## config.mk

```make
export PLATFORM = sky130hd
export DESIGN_NAME = pipe_delay_line_flat
export DESIGN_NICKNAME = d
export VERILOG_FILES = /design/src/rtl/pipe_pkg.sv /design/src/rtl/pipe_delay_line_if.sv /design/src/rtl/pipe_stage.sv /design/src/rtl/pipe_delay_line.sv /design/src/flat_wrapper.sv
export SDC_FILE = /design/constraint.sdc
export NUM_CORES = 1
export LEC_CHECK = 0
export CAP_MARGIN = 10
export CORE_MARGIN = 1.5
export CORE_UTILIZATION = 45
export DETAILED_ROUTE_END_ITERATION = 8
export PLACE_DENSITY = 0.74
export REMOVE_ABC_BUFFERS = 1
export SLEW_MARGIN = 40
export SYNTH_ARGS = -nofsm -noshare
export SYNTH_HDL_FRONTEND = slang
export SYNTH_SLANG_ARGS = --single-unit
```

## constraint.sdc

```tcl
create_clock -name clk -period 2.3 [get_ports clk]
set_input_delay 0.23 -clock clk [delete_from_list [all_inputs] [get_ports clk]]
set_output_delay 0.23 -clock clk [all_outputs]
set_load 0.05 [all_outputs]
```

## src/rtl/pipe_pkg.sv

```systemverilog
// Shared constants and helpers for the pipe_delay_line register pipeline.
// Provides default geometry and the width of the optional occupancy counter.
package pipe_pkg;

  localparam int DEFAULT_WIDTH = 8;
  localparam int DEFAULT_DEPTH = 4;

  function automatic int level_width(input int depth);
    return $clog2(depth + 1);
  endfunction

endpackage

```

## src/rtl/pipe_delay_line_if.sv

```systemverilog
// Stream bundle for pipe_delay_line: upstream (in_*) and downstream (out_*) channels.
// The master drives the pipe; the slave is the pipe itself.
interface pipe_delay_line_if #(
  parameter int WIDTH = 8
);

  // A beat transfers on a rising edge where valid & ready are both 1; valid must
  // not depend on ready, and data is held stable while valid=1 and ready=0.
  logic             in_valid;
  logic [WIDTH-1:0] in_data;
  logic             in_ready;
  logic             out_valid;
  logic [WIDTH-1:0] out_data;
  logic             out_ready;

  modport master (
    output in_valid, in_data, out_ready,
    input  in_ready, out_valid, out_data
  );

  modport slave (
    input  in_valid, in_data, out_ready,
    output in_ready, out_valid, out_data
  );

endinterface

```

## src/rtl/pipe_stage.sv

```systemverilog
// One pipeline slot: WIDTH-bit data register plus valid bit with a load enable.
// Data only updates when the incoming slot is valid, so bubbles never clobber held data.
module pipe_stage #(
  parameter int WIDTH = 8
) (
  input  logic             clk,
  input  logic             reset,
  input  logic             load,
  input  logic             up_valid,
  input  logic [WIDTH-1:0] up_data,
  output logic             vld,
  output logic [WIDTH-1:0] dat
);

  logic             vld_q, vld_d;
  logic [WIDTH-1:0] dat_q, dat_d;

  always_comb begin
    vld_d = vld_q;
    dat_d = dat_q;
    if (load) begin
      vld_d = up_valid;
      if (up_valid) dat_d = up_data;
    end
  end

  always_ff @(posedge clk) begin
    if (reset) begin
      vld_q <= 1'b0;
      dat_q <= '0;
    end else begin
      vld_q <= vld_d;
      dat_q <= dat_d;
    end
  end

  assign vld = vld_q;
  assign dat = dat_q;

endmodule

```

## src/rtl/pipe_delay_line.sv

```systemverilog
// WIDTH x DEPTH bubble-collapsing register pipeline with valid/ready flow control.
// Optional occupancy counter port `level` is built when PIPE_LEVEL_EN is defined.
module pipe_delay_line
  import pipe_pkg::*;
#(
  parameter int WIDTH = DEFAULT_WIDTH,
  parameter int DEPTH = DEFAULT_DEPTH
) (
  input  logic                           clk,
  input  logic                           reset,
  pipe_delay_line_if.slave               bus
`ifdef PIPE_LEVEL_EN
  ,
  output logic [level_width(DEPTH)-1:0]  level
`endif
);

  logic [DEPTH-1:0] vld;
  logic [DEPTH-1:0] load;
  logic [WIDTH-1:0] dat [DEPTH];

  // A stage may load if it is empty or everything below it can move; computed
  // top-down as a running OR so the ready path stays purely combinational.
  always_comb begin : ready_chain
    logic chain;
    chain = bus.out_ready;
    load  = '0;
    for (int k = DEPTH - 1; k >= 0; k--) begin
      chain   = chain | ~vld[k];
      load[k] = chain;
    end
  end

  for (genvar k = 0; k < DEPTH; k++) begin : g_stage
    logic             up_valid;
    logic [WIDTH-1:0] up_data;

    if (k == 0) begin : g_head
      assign up_valid = bus.in_valid;
      assign up_data  = bus.in_data;
    end else begin : g_body
      assign up_valid = vld[k-1];
      assign up_data  = dat[k-1];
    end

    pipe_stage #(.WIDTH(WIDTH)) u_stage (
      .clk      (clk),
      .reset    (reset),
      .load     (load[k]),
      .up_valid (up_valid),
      .up_data  (up_data),
      .vld      (vld[k]),
      .dat      (dat[k])
    );
  end

  assign bus.in_ready  = load[0];
  assign bus.out_valid = vld[DEPTH-1];
  assign bus.out_data  = dat[DEPTH-1];

`ifdef PIPE_LEVEL_EN
  localparam int LW = level_width(DEPTH);

  logic          in_acc;
  logic          out_acc;
  logic [LW-1:0] level_q, level_d;

  always_comb begin
    in_acc  = bus.in_valid & load[0];
    out_acc = vld[DEPTH-1] & bus.out_ready;
    level_d = level_q;
    if (in_acc && !out_acc) begin
      level_d = level_q + LW'(1);
    end else if (out_acc && !in_acc) begin
      level_d = level_q - LW'(1);
    end
  end

  always_ff @(posedge clk) begin
    if (reset) level_q <= '0;
    else       level_q <= level_d;
  end

  assign level = level_q;
`endif

endmodule

```

## src/flat_wrapper.sv

```systemverilog
// flat-port wrapper written by rule: the top's interface ports become plain ports
module pipe_delay_line_flat import pipe_pkg::*;
#(
  parameter int WIDTH = DEFAULT_WIDTH,
  parameter int DEPTH = DEFAULT_DEPTH
)
  (clk, reset, bus_in_valid, bus_in_data, bus_out_ready, bus_in_ready, bus_out_valid, bus_out_data);
  pipe_delay_line_if #(.WIDTH(WIDTH)) bus_i ();
  input  logic clk;
  input  logic reset;
  input wire logic [$bits(bus_i.in_valid)-1:0] bus_in_valid;
  input wire logic [$bits(bus_i.in_data)-1:0] bus_in_data;
  input wire logic [$bits(bus_i.out_ready)-1:0] bus_out_ready;
  output wire logic [$bits(bus_i.in_ready)-1:0] bus_in_ready;
  output wire logic [$bits(bus_i.out_valid)-1:0] bus_out_valid;
  output wire logic [$bits(bus_i.out_data)-1:0] bus_out_data;
  assign bus_i.in_valid = bus_in_valid;
  assign bus_i.in_data = bus_in_data;
  assign bus_i.out_ready = bus_out_ready;
  assign bus_in_ready = bus_i.in_ready;
  assign bus_out_valid = bus_i.out_valid;
  assign bus_out_data = bus_i.out_data;
  pipe_delay_line #(.WIDTH(WIDTH), .DEPTH(DEPTH)) u_core (.clk(clk), .reset(reset), .bus(bus_i));
endmodule
```

==> flow_summary.yaml, run 1 <==
status:
  status: "complete, no violations"
floorplan:
  die-area_um2: 3774
  die_w_um: 61.43
  die-height_um: 61.43
  io_pins: 22
  rows: 21
  core_area_um2: 3311
  start_util_pct: 46.41
sta:
  rsz0062_at_grt: "no"
  period_needed_ps: 1957
  drv_slew: 0
  tightest_slew_ps: 612.3
  period_share_pct: 85.10
  fin_skew_ps: 8.729
  setup-tns-final_ps: 0
  hold_violations: 0
  max_freq_mhz: 510.9
  relSlewSlack_pct: 59.09
  setup_viol: 0
yosys:
  synth-xor-area-share_pct: 0
  yosysTopAreaCell: "dfxtp_1"
  synth_top_family_by_area: "simple AND/OR/NAND/NOR gates"
  synth_area_um2: 1536
  yosys.area_share.adder_pct: 0
  synthSimpleGateAreaFrac_pct: 21.09
  synth-seq-area-share_pct: 46.91
  synthCells: 174
  yosys_warnings: 0
  ys_ff_latch: 36
  synth_compound_area_share_pct: 15.31
  ys.flop_type: "dfxtp_1"
  synthMuxAreaShare_pct: 10.42
  syn_area_per_cell_um2: 8.830
  synthArstFlopShare_pct: 0
  synth_edf_count: 0
  netlist_top_cells_area: "dfxtp_1, mux2i_1, nand2_1"
  netlist-cell-type-count: 24
  synth_top_area_share_pct: 46.91
global_route:
  grt_first_pass_wirelength_mm: 4.657
  grt.total_usage_pct: 16.62
  grt_pass1_vias: 1149
  gr-total-overflow: 0
  antenna_found_initial: 0
  grt_max_degree: 29
cts:
  ctsHoldBuffers: 0
  cts_resized: 0
  clockBufferDepth: 2
  numCtsBuffers: 5
  clk_pin_slew_worst_paths_ps: 100
  cts_setup_buffers: 0
  cts_tree: "yes"
  worstSkewPairLatency_ps: 340
  cts_sinks: 36
  root_buffer: "clkbuf_4"
  htree_levels: 2
finish:
  utilization_pct: 55.14
  antenna_cells: 0
  fillers: 319
  area_delta_synth_final_pct: 18.81
  drive_gt1_share_pct: 8.901
  num-nets-final: 203
  final_cells: 237
min_path:
  hold_path_class: "flip-flop to flip-flop"
critical_path:
  end_kind: "output port"
  path_class: "flip-flop to output port"
  rrSetupSlack_ps: 750
  cp_max_fo: 19
  arrival_ps: 1730
  cp_data_required_time_ps: 2070
  worstSetupStartpointType: "flip-flop"
placed_design:
  place_inst: 230
  place.gp.congestion: 0.8202
  numPortBuffers: 21
  dp_hpwl_mm: 2.052
routing:
  first_iter_violations: 34
  post_drt_wl_per_cell_um: 12.27
  antenna_left: 0
  avgViaCountPerCell: 5.376
  drt-pass1-iter-count: 4
  wl_mm: 2.909
  vias: 1274
  drc: 0
flow_run:
  maxCapViolCount: 0
pwr:
  irDropWorstVdd_uv: 288.6
  p_leak_nw: 0.6464
  powerDensity_nw_per_um2: 623.2
cells in the mapped netlist, types with 2 or more instances:
library cell / count
o21ai_0: 8
a21oi_1: 11
nand3_1: 8
dfxtp_1: 36
o311ai_0: 2
clkbuf_1: 4
nand2_1: 33
nand4_1: 8
nor3b_1: 8
mux2i_1: 16
o311ai_1: 6
a31oi_1: 8
nor2_1: 4
buf_2: 10
nor2b_1: 3
worst paths after layout:
kind | from | end | cells past startpoint
worst max-delay path | u_core.g_stage[2].u_stage.vld$_SDFFE_PP0P_ | bus_in_ready | 4
worst min-delay path | u_core.g_stage[2].u_stage.dat[3]$_SDFFE_PP0P_ | u_core.g_stage[2].u_stage.dat[3]$_SDFFE_PP0P_ | 2
worst min register to register | u_core.g_stage[2].u_stage.dat[3]$_SDFFE_PP0P_ | u_core.g_stage[2].u_stage.dat[3]$_SDFFE_PP0P_ | 2
worst max register to register | u_core.g_stage[2].u_stage.vld$_SDFFE_PP0P_ | u_core.g_stage[2].u_stage.dat[2]$_SDFFE_PP0P_ | 3
critical path, stage by stage, from the launching register on:
cell and delay [ps]:
dfxtp_1 570, and4b_1 310, buf_4 240, nand2_1 80, buf_4 190
metrics by stage:
step                hold WS (ps)  setup slack [ps]  total power [mW]  instance area [um^2]
finish                     466.8             342.7             1.138                  1826
detailed placement         452.3             347.6            0.7815                  1758
global route               492.1             275.4             1.190                  1826
floorplan                  299.1             429.4            0.7273                  1448
global placement           450.0             398.2            0.7753                  1758
CTS                        467.1             365.4             1.148                  1823
power breakdown:
part | internal (mW) | leakage [nW] | switching (mW)
clock | 0.173 | 0.0374 | 0.197
combinational | 0.0513 | 0.316 | 0.0560
sequential | 0.645 | 0.293 | 0.0151
total | 0.870 | 0.646 | 0.268
registers in the layout, summed over array words and instances, names as in the netlist:
register                    flops
u_core.g_stage.u_stage.vld      4
u_core.g_stage.u_stage.dat     32
cells in the final DEF (no fill, tap or decap):
| cell type | count |
|---|---|
| nor2b_2 | 1 |
| clkbuf_4 | 5 |
| a21oi_1 | 11 |
| o311ai_0 | 2 |
| o21ai_2 | 1 |
| nor2_1 | 4 |
| clkdlybuf4s50_1 | 20 |
| o311ai_1 | 6 |
| o21ai_0 | 8 |
| inv_1 | 1 |
| a21boi_2 | 1 |
| mux2i_1 | 16 |
| buf_4 | 7 |
| dfxtp_1 | 36 |
| nor2b_1 | 2 |
| nand3_1 | 8 |
| nand4_1 | 8 |
| clkinv_1 | 1 |
| nand2b_1 | 1 |
| a31oi_1 | 8 |
| nor3b_1 | 8 |
| clkbuf_8 | 2 |
| and4b_1 | 1 |
| nand2_1 | 33 |
layer usage:
layer	global-route usage (%)	vias up	part of all wire (%)
met5	0	-	0
met2	30.55	36	48
met4	7.295	0	1.0
met1	18.16	580	46
li1	-	655	-
met3	3.782	3	5.0
logic make-up after synthesis:
group	after synthesis
simple gates	66
compound gates	37
flops	36
buf+inv	19
mux	16
cell type report:
cell class,count,area [um^2],share of cell area (%)
clock buffers,7,65.06,3.564
inverters,2,7.507,0.4112
multi-input cells,119,721.9,39.55
flip-flops and latches,36,720.7,39.48
well taps,46,57.56,3.153
repair buffers,27,252.7,13.85
Power figures use the tool's default switching activity.
==> inputs of run 2 (changes only) <==
- clock period: 2.3 -> 1.95 ns (I/O delays scaled with it)
==> flow_summary.yaml, run 2 (synthesis results as in run 1) <==
floorplan:
  start_util_pct: 46.41
  die_w_um: 61.43
  io_pins: 22
  core_area_um2: 3311
  die-area_um2: 3774
  die-height_um: 61.43
  rows: 21
cts:
  clk_pin_slew_worst_paths_ps: 100
  numCtsBuffers: 5
  cts_sinks: 36
  cts_resized: 0
  clockBufferDepth: 2
  cts_tree: "yes"
  htree_levels: 2
  cts_setup_buffers: 0
  worstSkewPairLatency_ps: 330
  ctsHoldBuffers: 0
  root_buffer: "clkbuf_4"
critical_path:
  arrival_ps: 1540
  crit_slowest_cell: "dfxtp_1"
  crit_family: "flip-flops"
  cp_max_fo: 12
  path_buf_inv: 1
  cp_data_required_time_ps: 1750
  worstSetupStartpointType: "flip-flop"
  path_cells: "and4b_1 -> nand2_1 -> buf_4"
  end_kind: "output port"
  max_stage_delay_ps: 570
  path_class: "flip-flop to output port"
sta:
  rsz0062_at_grt: "no"
  setup-tns-final_ps: 0
  period_needed_ps: 1740
  tightest_slew_ps: 560.1
  fin_skew_ps: 8.687
  hold_violations: 0
  max_freq_mhz: 574.9
  drv_slew: 0
  setup_viol: 0
  period_share_pct: 89.21
  relSlewSlack_pct: 62.58
routing:
  wl_mm: 2.990
  antenna_left: 0
  drc: 0
  drt-pass1-iter-count: 4
  post_drt_wl_per_cell_um: 12.46
  vias: 1298
  avgViaCountPerCell: 5.408
  first_iter_violations: 45
global_route:
  grt.total_usage_pct: 17.27
  antenna_found_initial: 0
  grt_max_degree: 36
  grt_pass1_vias: 1167
  gr-total-overflow: 0
  grt_first_pass_wirelength_mm: 4.857
pwr:
  powerDensity_nw_per_um2: 719.9
  p_total_mw: 1.321
  p_leak_nw: 0.6489
  irDropWorstVdd_uv: 347.0
placed_design:
  place.gp.congestion: 0.8315
  numPortBuffers: 21
  dp_hpwl_mm: 2.217
finish:
  area.sequential_um2: 720.7
  fillers: 325
  largest_reg_flops: 32
  antenna_cells: 0
  num-nets-final: 205
  most-common-layout-cells: "dfxtp_1, nand2_1, clkdlybuf4s50_1"
  drive_gt1_share_pct: 9.794
  area_delta_synth_final_pct: 19.46
  multi_input_area_um2: 719.4
  mostFrequentLayoutCell: "dfxtp_1"
status:
  status: "complete, no violations"
flow_run:
  maxCapViolCount: 0
min_path:
  hold_path_class: "flip-flop to flip-flop"
run 2: cell types whose count changed in the layout (fill, tap and decap cells not counted):
cell        previous run  this run
nor2b_2                1         0
buf_4                  7         9
inv_2                  0         1
inv_1                  1         0
clkbuf_1               0         1
nor2b_1                2         3
clkbuf_8               2         1
clkinvlp_4             0         1
run 2: cell type report:
cell class | instances | area share (%)
Sequential cell | 36 | 39.26
Inverter | 2 | 0.4090
Tap cell | 46 | 3.136
Timing Repair Buffer | 29 | 14.59
Clock inverter | 1 | 0.4090
Clock buffer | 7 | 2.999
Multi-Input combinational cell | 119 | 39.20
run 2: layer usage:
metal,global-route usage [%],share of wire [%],vias to the layer above
met5,0,0,-
met4,8.511,1.1,0
li1,-,-,661
met1,19.82,45,594
met2,29.03,50,38
met3,5.462,4.3,5
run 2: final timing paths:
check | end | start | depth (start not counted) | slack (ps)
max reg2reg | u_core.g_stage[2].u_stage.dat[5]$_SDFFE_PP0P_ | u_core.g_stage[2].u_stage.vld$_SDFFE_PP0P_ | 3 | 370
min reg2reg | u_core.g_stage[2].u_stage.dat[3]$_SDFFE_PP0P_ | u_core.g_stage[2].u_stage.dat[3]$_SDFFE_PP0P_ | 2 | 470
max | bus_in_ready | u_core.g_stage[2].u_stage.vld$_SDFFE_PP0P_ | 3 | 210
min | u_core.g_stage[2].u_stage.dat[3]$_SDFFE_PP0P_ | u_core.g_stage[2].u_stage.dat[3]$_SDFFE_PP0P_ | 2 | 470
run 2: through the flow:
stage               util, %  worst slack (ps)  hold slack, ps  cells  cell area, um^2
floorplan                 -             114.4           264.1    157             1448
global placement      53.55             160.9           451.4    232             1773
detailed placement    53.55             309.7           454.4    232             1773
CTS                   55.44             214.7           467.5    240             1836
global route          55.44             133.8           472.4    240             1836
finish                55.44             210.5           469.6    240             1836
run 2: worst reg2reg max path, stage by stage, from the launching register on:
cell	delay [ps]
dfxtp_1	570
clkinv_1	320
o21ai_2	390
mux2i_1	230
run 2: power breakdown:
group | switching [mW] | total [mW] | internal [mW] | leakage (nW)
combinational | 0.0633 | 0.124 | 0.0604 | 0.324
sequential | 0.0209 | 0.782 | 0.761 | 0.293
clock | 0.239 | 0.415 | 0.177 | 0.0315
==> inputs of run 3 (changes only) <==
- CTS_CLUSTER_SIZE: not set -> 24
==> results of run 3 <==
No change in the layout: final DEF, timing and power equal those of run 2.
